File: config.mk
export PLATFORM = sky130hd
export DESIGN_NAME = pong_match_ctrl
export DESIGN_NICKNAME = d
export VERILOG_FILES = /design/src/rtl/pong_match_ctrl_pkg.sv /design/src/rtl/pong_match_ctrl_rise_det.sv /design/src/rtl/pong_match_ctrl.sv
export SDC_FILE = /design/constraint.sdc
export NUM_CORES = 1
export LEC_CHECK = 0
export CORE_UTILIZATION = 55
export DETAILED_ROUTE_END_ITERATION = 16
export PLACE_DENSITY = 0.78
export SETUP_SLACK_MARGIN = 0.15
export SLEW_MARGIN = 20
export SYNTH_ARGS = -nofsm -noshare
export SYNTH_HDL_FRONTEND = slang
export SYNTH_HIERARCHICAL = 1
export SYNTH_SLANG_ARGS = --single-unit
File: constraint.sdc
create_clock -name clk -period 4.3 [get_ports clk]
set_clock_uncertainty 0.2 [all_clocks]
set_input_delay 0.645 -clock clk [delete_from_list [all_inputs] [get_ports clk]]
set_output_delay 0.645 -clock clk [all_outputs]
set_load 0.01 [all_outputs]
File: src/rtl/pong_match_ctrl_pkg.sv
// Shared types and defaults for the ping-pong match controller.
package pong_match_ctrl_pkg;

  typedef enum logic [2:0] {
    IDLE       = 3'd0,
    SERVE_WAIT = 3'd1,
    RALLY      = 3'd2,
    POINT_HOLD = 3'd3,
    MATCH_END  = 3'd4
  } state_t;

  localparam logic SIDE_R = 1'b0;
  localparam logic SIDE_L = 1'b1;

  localparam int unsigned SPEED_W = 2;
  localparam int unsigned SCORE_W = 4;

  localparam int unsigned DEF_WIN_POINTS      = 11;
  localparam int unsigned DEF_SERVES_PER_TURN = 2;
  localparam int unsigned DEF_HITS_PER_LEVEL  = 4;
  localparam int unsigned DEF_HOLD_TICKS      = 8;

endpackage

File: src/rtl/pong_match_ctrl_rise_det.sv
// Rising-edge detector: registered previous level, one-cycle rise strobe.
module pong_match_ctrl_rise_det (
  input  logic clk,
  input  logic rst,
  input  logic level,
  output logic rise_c
);

  logic prev_q;

  always_ff @(posedge clk) begin
    if (!rst) prev_q <= 1'b0;
    else      prev_q <= level;
  end

  assign rise_c = level & ~prev_q;

endmodule

File: src/rtl/pong_match_ctrl.sv
// Match sequencer: serve gating, scoring with win-by-2, serve rotation,
// rally-length speed scheduling and score display hold.
module pong_match_ctrl
  import pong_match_ctrl_pkg::*;
#(
  parameter int unsigned WIN_POINTS      = DEF_WIN_POINTS,
  parameter int unsigned SERVES_PER_TURN = DEF_SERVES_PER_TURN,
  parameter int unsigned HITS_PER_LEVEL  = DEF_HITS_PER_LEVEL,
  parameter int unsigned HOLD_TICKS      = DEF_HOLD_TICKS
) (
  input  logic       clk,
  input  logic       rst,
  input  logic       tick,
  input  logic       click_R,
  input  logic       click_L,
  input  logic       rally_hit,
  input  logic       point_R,
  input  logic       point_L,
  output logic       serve_en,
  output logic       serve_side,
  output logic [1:0] speed_sel,
  output logic [3:0] score_R,
  output logic [3:0] score_L,
  output logic       show_score,
  output logic       match_over,
  output logic       winner
);

  localparam int unsigned HIT_W  = 5;
  localparam int unsigned HOLD_W = 4;
  localparam int unsigned SRV_W  = 2;

  state_t               state_q, state_d;
  logic [HIT_W-1:0]     hits_q, hits_d;
  logic [HOLD_W-1:0]    hold_q, hold_d;
  logic [SRV_W-1:0]     srv_q, srv_d, srv_n;
  logic [SCORE_W-1:0]   score_r_d, score_l_d;
  logic                 side_d, winner_d;
  logic [SPEED_W-1:0]   speed_d;
  logic                 rise_r, rise_l, r_win, l_win, deuce, serve_rise;

  pong_match_ctrl_rise_det u_rise_r (.clk(clk), .rst(rst), .level(click_R), .rise_c(rise_r));
  pong_match_ctrl_rise_det u_rise_l (.clk(clk), .rst(rst), .level(click_L), .rise_c(rise_l));

  // Match decision and deuce use the scores as they stand during the hold.
  assign r_win = ({1'b0, score_R} >= 5'(WIN_POINTS)) && ({1'b0, score_R} >= {1'b0, score_L} + 5'd2);
  assign l_win = ({1'b0, score_L} >= 5'(WIN_POINTS)) && ({1'b0, score_L} >= {1'b0, score_R} + 5'd2);
  assign deuce = (score_R >= 4'(WIN_POINTS - 1)) && (score_L >= 4'(WIN_POINTS - 1));
  assign srv_n = srv_q + 2'd1;
  assign serve_rise = (serve_side == SIDE_L) ? rise_l : rise_r;

  always_comb begin
    state_d   = state_q;
    hits_d    = hits_q;
    hold_d    = hold_q;
    srv_d     = srv_q;
    score_r_d = score_R;
    score_l_d = score_L;
    side_d    = serve_side;
    winner_d  = winner;

    unique case (state_q)
      IDLE: begin
        if (rise_r || rise_l) begin
          state_d = SERVE_WAIT;
          side_d  = SIDE_R;
        end
      end
      SERVE_WAIT: begin
        if (serve_rise) state_d = RALLY;
      end
      RALLY: begin
        if (rally_hit && (hits_q != '1)) hits_d = hits_q + 5'd1;
        if (point_R ^ point_L) begin
          if (point_R && (score_R != '1)) score_r_d = score_R + 4'd1;
          if (point_L && (score_L != '1)) score_l_d = score_L + 4'd1;
          hold_d  = '0;
          state_d = POINT_HOLD;
        end else if (point_R && point_L) begin
          hits_d  = '0;
          state_d = SERVE_WAIT;
        end
      end
      POINT_HOLD: begin
        if (tick) begin
          if (hold_q == 4'(HOLD_TICKS - 1)) begin
            hold_d = '0;
            if (r_win || l_win) begin
              winner_d = l_win;
              state_d  = MATCH_END;
            end else begin
              if ((srv_n == 2'(SERVES_PER_TURN)) || deuce) begin
                side_d = ~serve_side;
                srv_d  = '0;
              end else begin
                srv_d  = srv_n;
              end
              hits_d  = '0;
              state_d = SERVE_WAIT;
            end
          end else begin
            hold_d = hold_q + 4'd1;
          end
        end
      end
      MATCH_END: begin
        if (click_R && click_L) begin
          score_r_d = '0;
          score_l_d = '0;
          hits_d    = '0;
          hold_d    = '0;
          srv_d     = '0;
          winner_d  = 1'b0;
          state_d   = IDLE;
        end
      end
      default: state_d = IDLE;
    endcase

    // Speed level follows the post-edge hit count.
    speed_d = 2'd0;
    if      (hits_d >= 5'(3 * HITS_PER_LEVEL)) speed_d = 2'd3;
    else if (hits_d >= 5'(2 * HITS_PER_LEVEL)) speed_d = 2'd2;
    else if (hits_d >= 5'(HITS_PER_LEVEL))     speed_d = 2'd1;
  end

  always_ff @(posedge clk) begin
    if (!rst) begin
      state_q    <= IDLE;
      hits_q     <= '0;
      hold_q     <= '0;
      srv_q      <= '0;
      score_R    <= '0;
      score_L    <= '0;
      serve_side <= SIDE_R;
      winner     <= 1'b0;
      serve_en   <= 1'b0;
      speed_sel  <= '0;
      show_score <= 1'b0;
      match_over <= 1'b0;
    end else begin
      state_q    <= state_d;
      hits_q     <= hits_d;
      hold_q     <= hold_d;
      srv_q      <= srv_d;
      score_R    <= score_r_d;
      score_L    <= score_l_d;
      serve_side <= side_d;
      winner     <= winner_d;
      serve_en   <= (state_d == SERVE_WAIT);
      speed_sel  <= speed_d;
      show_score <= (state_d == IDLE) || (state_d == POINT_HOLD) || (state_d == MATCH_END);
      match_over <= (state_d == MATCH_END);
    end
  end

endmodule

======== Word level (Yosys, flattened, before mapping) ========
Index checks and enable logic that the tools add are counted.
word-level totals
  register bits after elaboration ......... 31
  bits of input ports ..................... 8
  output and inout port bits .............. 15
operators by class
  add/sub/neg operators ................... 7
  $lt $le $gt $ge ......................... 9
  equality and inequality tests ........... 22
  mux-type cells .......................... 49
  bitwise operators ....................... 6
  reduce and logical (&&, ||, !) cells .... 25
operator list
  operator               count
  $mux W5                7
  $mux W4                8
  $mux W3                8
  $ne A2 B2 Y1 const B   10
  $ge A4 B4 Y1 const B   4
  $pmux W4 S2            2
  $pmux W3 S5            1
  $pmux W5 S3            1
  $mux W2                7
  $add A4 B1 Y4 const B  3
  $pmux W4 S3            1
  $reduce_and A4 Y1      3
  $mux W1                11
  $add A4 B2 Y5 const B  2
  $ge A4 B5 Y1           2
  $ge A5 B4 Y1 const B   2
  $reduce_and A5 Y1      2
  $eq A3 B2 Y1 const B   3
  $logic_and A1 B1 Y1    8
  $ne A4 B4 Y1 const B   2
  $eq A3 B1 Y1 const B   2
  $eq A3 B3 Y1 const B   2
  $logic_not A3 Y1       2
  $reduce_and A6 Y1      1
  14 further kinds       24

======== Longest topological paths before layout ========
  depth after elaboration ................. 12
  gate-level depth with buffers ........... 8
  depth with buffers taken out ............ 8

======== Hierarchy ========
Netlist, hierarchy kept.
by module, submodules not included
  module                    times used  cells an instance  area each (um2)  seq. area each (um2)
  pong_match_ctrl           1           233                1916.8           580.6
  pong_match_ctrl_rise_det  2           3                  40.0             20.0

======== Worst setup path before layout ========
Ideal clock, no wire load.
  path kind ............................... register to register
  start point ............................. register score_L[2]
  end point ............................... register speed_sel[1]
  setup time .............................. 0.122 ns
  arrival ................................. 2.187 ns
  setup slack ............................. 1.791 ns
  cell stages (with the launch flop) ...... 9
  path buffers ............................ 0
  period minus slack after synthesis ...... 2.509 ns
  path through ............................ dfxtp_1 > ha_1 > xnor2_1 > ha_1 > o221ai_1 > a31oi_1 > a22oi_1 > nand3_1 > a221o_1
between the ends
  word-level cells in the longest chain between the ends .. 11
  elaborated cells on any way between the ends .. 15
  classes of those cells .................. 1 x add/sub; 5 x order compare; 6 x mux; 3 x reduce/logical
RTL lines
  item                    RTL line                text
  start, declared         pong_match_ctrl.sv:23   output logic [3:0] score_L,
  start signal, assigned  pong_match_ctrl.sv:147  score_L <= score_l_d;
  $add A4 B2 Y5           pong_match_ctrl.sv:46   assign r_win = ({1'b0, score_R} >= 5'(WIN_POINTS)) && ({1'b0, score_R} >= {1'b0, score_L} + 5'd2);
  $ge A4 B5 Y1            pong_match_ctrl.sv:46
  $logic_and A1 B1 Y1     pong_match_ctrl.sv:46
  $logic_or A1 B1 Y1 *    pong_match_ctrl.sv:88   if (r_win || l_win) begin
  $mux W5 *               pong_match_ctrl.sv:88
  $mux W5 *               pong_match_ctrl.sv:86   if (hold_q == 4'(HOLD_TICKS - 1)) begin
  $mux W5 *               pong_match_ctrl.sv:85   if (tick) begin
  $pmux W5 S3 *           pong_match_ctrl.sv:62   unique case (state_q)
  $ge A5 B4 Y1            pong_match_ctrl.sv:123  else if (hits_d >= 5'(2 * HITS_PER_LEVEL)) speed_d = 2'd2;
  $mux W2                 pong_match_ctrl.sv:123
  $mux W2 *               pong_match_ctrl.sv:122  if (hits_d >= 5'(3 * HITS_PER_LEVEL)) speed_d = 2'd3;
  end signal, assigned    pong_match_ctrl.sv:151  speed_sel <= speed_d;
  end, declared           pong_match_ctrl.sv:21   output logic [1:0] speed_sel,
Every way passes the cells marked *; elsewhere a longest branch is shown, timed or not.
A chain may end at the register's enable or synchronous reset.

======== Final worst setup path ========
  start point ............................. register score_L[2]
  end point ............................... register speed_sel[0]
between the ends
  word-level cells in the longest chain between the ends .. 12
  elaborated cells on any way between the ends .. 17
  classes of those cells .................. 1 x add/sub; 6 x order compare; 7 x mux; 3 x reduce/logical
RTL lines
  item                  RTL line                text
  $add A4 B2 Y5         pong_match_ctrl.sv:46
  $ge A4 B5 Y1          pong_match_ctrl.sv:46
  $logic_and A1 B1 Y1   pong_match_ctrl.sv:46
  $logic_or A1 B1 Y1 *  pong_match_ctrl.sv:88
  $mux W5 *             pong_match_ctrl.sv:88
  $mux W5 *             pong_match_ctrl.sv:86
  $mux W5 *             pong_match_ctrl.sv:85
  $pmux W5 S3 *         pong_match_ctrl.sv:62
  $ge A5 B3 Y1          pong_match_ctrl.sv:124  else if (hits_d >= 5'(HITS_PER_LEVEL)) speed_d = 2'd1;
  $mux W1               pong_match_ctrl.sv:124
  $mux W2               pong_match_ctrl.sv:123
  $mux W2 *             pong_match_ctrl.sv:122
Marks and branches as above.

==> impl_metrics.tcl <==
set metrics [dict create \
    status "completed" \
    pwr-share-seq_pct 53.2 \
    reg2reg_slack_ps 1370 \
    clockBufferDepth 2 \
    max_slew.worst_pin.slew_ps 949 \
    chipWidth_um 62.3 \
    synthFlopType "dfxtp_1" \
    cts_buffers 5 \
    switchingPower_mw 0.147 \
    ctsHoldBuffers 0 \
    synth.distinct_cells 50 \
    synth.top_cell.area_share_pct 31.1 \
    grt_usage_pct 24.4 \
    drive_gt1_share_pct 4.55 \
    drc 0 \
    synthToLayoutAreaGrowth_pct 16.5 \
    reg2reg_depth 8 \
    rsz0062_at_grt "no" \
    core_area_um2 3420 \
    path_buf_inv 0 \
    drt_pass1_iterations 4 \
    p_per_area_nw_per_um2 246 \
    postCtsSetupBuffers 0 \
    dp.cells 302 \
    vias_per_cell 5.80 \
    reg2reg_to "speed_sel[0]$_SDFF_PN0_" \
    fmax_ghz 0.341 \
    ys_seq_area_share_pct 31.1 \
    clk_pin_slew_ps 100 \
    pwr-share-clk_pct 34.4 \
    routed-wl-met3_um 198 \
    grt_pass1_vias 1596 \
    hold_violations 0 \
    yosys_warnings 6 \
    cts-root-buf "clkbuf_4" \
    vias 1799 \
    antenna_left 0 \
    grt_max_degree 23 \
    cellLeakagePower_nw 0.881 \
    diodes 0 \
    start_util_pct 58.5 \
    grt_pass1_wl_um 7510 \
    crit_required_ps 4350 \
    top_layer "met4" \
    wl_per_cell_um 14.1 \
    worst-setup-path-type "register to register" \
    critical_path.max_fanout 8 \
    drt-initial-drc-count 138 \
    cts-resized-gates 0 \
    start_kind "register" \
    rows 21 \
    die_area_um2 3880 \
    drv_slew 0 \
    syn_area_um2 2000 \
    cp_slowest_stage_delay_ps 860 \
    regArea_um2 621 \
    hold_class "register to register" \
    nets 289 \
    p_sw_share_pct 25.8 \
    critPathTopFamily "compound AO/OA/AOI/OAI gates" \
    fillers 307 \
    cts.htree.levels 2 \
    overflow 0 \
    dp_hpwl_um 3220 \
    die_h_um 62.3 \
    cp-end-kind "register" \
    gp_congestion 0.918 \
    fin_setup_tns_ps 0 \
    synth.area.top_cells "dfxtp_1 (31%), ha_1 (11%), nand3_1 (4.0%)" \
    p_int_mw 0.424 \
    combPwrFrac_pct 12.4 \
    wl_met2_um 1840 \
    tritoncts "built" \
    fin_cells 310 \
    met1_length_um 2260 \
    reg2reg_from "score_L[2]$_SDFFE_PN0P_" \
    cp_cell_sequence "ha_1 > xnor2_1 > ha_1 > o221ai_1 > a31oi_1 > a221oi_1 > o221ai_1 > o21a_1" \
    maxCapViolations 0 \
    pre_cts_slack_ps 1260 \
    synth-async-reset-ratio_pct 0 \
    io_buffers 22 \
    min_from "hold_q[1]$_SDFFE_PN0P_" \
    peakVddDrop_uv 168 \
    setup_violations 0 \
    worstHoldEndpoint "hold_q[1]$_SDFFE_PN0P_" \
    antenna_found_initial 0 \
    synth_edf_count 0 \
    synth-seq-cells 31 \
    routed_wl_um 4370 \
    period_minus_slack_ps 2930 \
    synth_fp_nets 265 \
    yosys.area.top_type "dfxtp_1" \
    clk_latency_ps 340 \
    syn_inst 239 \
    slew_headroom_pct 36.8 \
    worstPathArrival_ps 2980 \
    finalCritPeriodShare_pct 68.2 \
    crit_slowest_cell "a221oi_1" \
    boundaryPins 23 \
    cts_sinks 31 \
    setup_ws_ps 1370 \
    syn_area_per_cell_um2 8.36 \
    whs_path_depth 2 \
    multiInputGateArea_um2 1320 \
]
## stage by stage
stage / hold slack [ps] / total power [mW] / cell area (um^2) / utilization [%]
2_1_floorplan: 243 / 0.355 / 2000 / -
3_3_place_gp: 261 / 0.380 / 2260 / 66.1
3_5_place_dp: 270 / 0.380 / 2260 / 66.1
4_1_cts: 285 / 0.577 / 2330 / 68.1
5_1_grt: 301 / 0.600 / 2330 / 68.1
6_report: 281 / 0.571 / 2330 / 68.1
## worst min-delay path, cell delays in order (launching register included)
cell,delay [ps]
dfxtp_1,330
nand2_1,60
a21boi_1,50
## how the worst max path moves through the flow
stage	from	end	slack [ps]	cells after the start
2_1_floorplan	score_L[2]$_SDFFE_PN0P_	speed_sel[1]$_SDFF_PN0_	1790	8
3_3_place_gp	point_R	hold_q[3]$_SDFFE_PN0P_	1320	6
3_5_place_dp	point_R	hold_q[3]$_SDFFE_PN0P_	1260	6
4_1_cts	score_L[2]$_SDFFE_PN0P_	speed_sel[0]$_SDFF_PN0_	1380	8
5_1_grt	score_L[2]$_SDFFE_PN0P_	speed_sel[0]$_SDFF_PN0_	1140	8
6_report	score_L[2]$_SDFFE_PN0P_	speed_sel[0]$_SDFF_PN0_	1370	8
## layout make-up
class	count	area share, %
multi-input combinational	194	56.8
inverter	8	1.29
tap	46	2.47
timing repair buffer	23	9.78
clock buffer	8	2.96
sequential	31	26.7
## layout by cell type, fill, tap and decap left out, drive strengths merged, types with 3 or more instances in the layout
cell type	netlist	final
a21boi	6	6
a21oi	6	6
a31oi	7	7
and2	4	4
and3	7	7
clkbuf	5	8
clkdlybuf4s50	0	22
dfxtp	31	31
ha	18	18
inv	8	8
nand2	16	16
nand2b	4	4
nand3	16	16
nor2	21	21
nor2b	8	8
nor3	5	5
nor3b	5	5
o211ai	3	3
o21a	7	7
o21ai	22	22
o221ai	5	5
xor2	4	4
## synthesized netlist by cell type, types with 7 or more instances
master / count
dfxtp_1: 31
nor2_1: 21
ha_1: 18
nand2_1: 16
nand3_1: 16
o21ai_1: 12
o21ai_0: 10
inv_1: 8
a31oi_1: 7
and3_1: 7
o21a_1: 7
## power by group through the flow
stage | Clock, mW | Sequential (mW) | Combinational (mW)
2_1_floorplan | 0 | 0.307 | 0.0484
3_3_place_gp | 0 | 0.310 | 0.0695
3_5_place_dp | 0 | 0.310 | 0.0699
4_1_cts | 0.203 | 0.304 | 0.0704
5_1_grt | 0.216 | 0.305 | 0.0786
6_report | 0.197 | 0.304 | 0.0709
## kinds of logic after synthesis
kind of cell / share of synthesized area [%]
xor gates and xnor gates: 2.63
adders and majority gates: 11.3
muxes: 1.57
AOI/OAI and AO/OA: 23.5
buffers and inverters: 2.69
DFF: 31.1
and+or+nand+nor: 27.3
## per-layer routing
metal / vias to the layer above / track usage, %
li1: 940 / -
met1: 815 / 35.0
met2: 37 / 35.3
met3: 7 / 5.70
met4: 0 / 9.30
met5: - / 0
## sequential cells by signal (all words and copies together), names as in the netlist, 2 cells and up
signal     cells
hits_q         5
hold_q         4
score_L        4
score_R        4
state_q        3
speed_sel      2
srv_q          2
(Power assumes the default switching activity.)
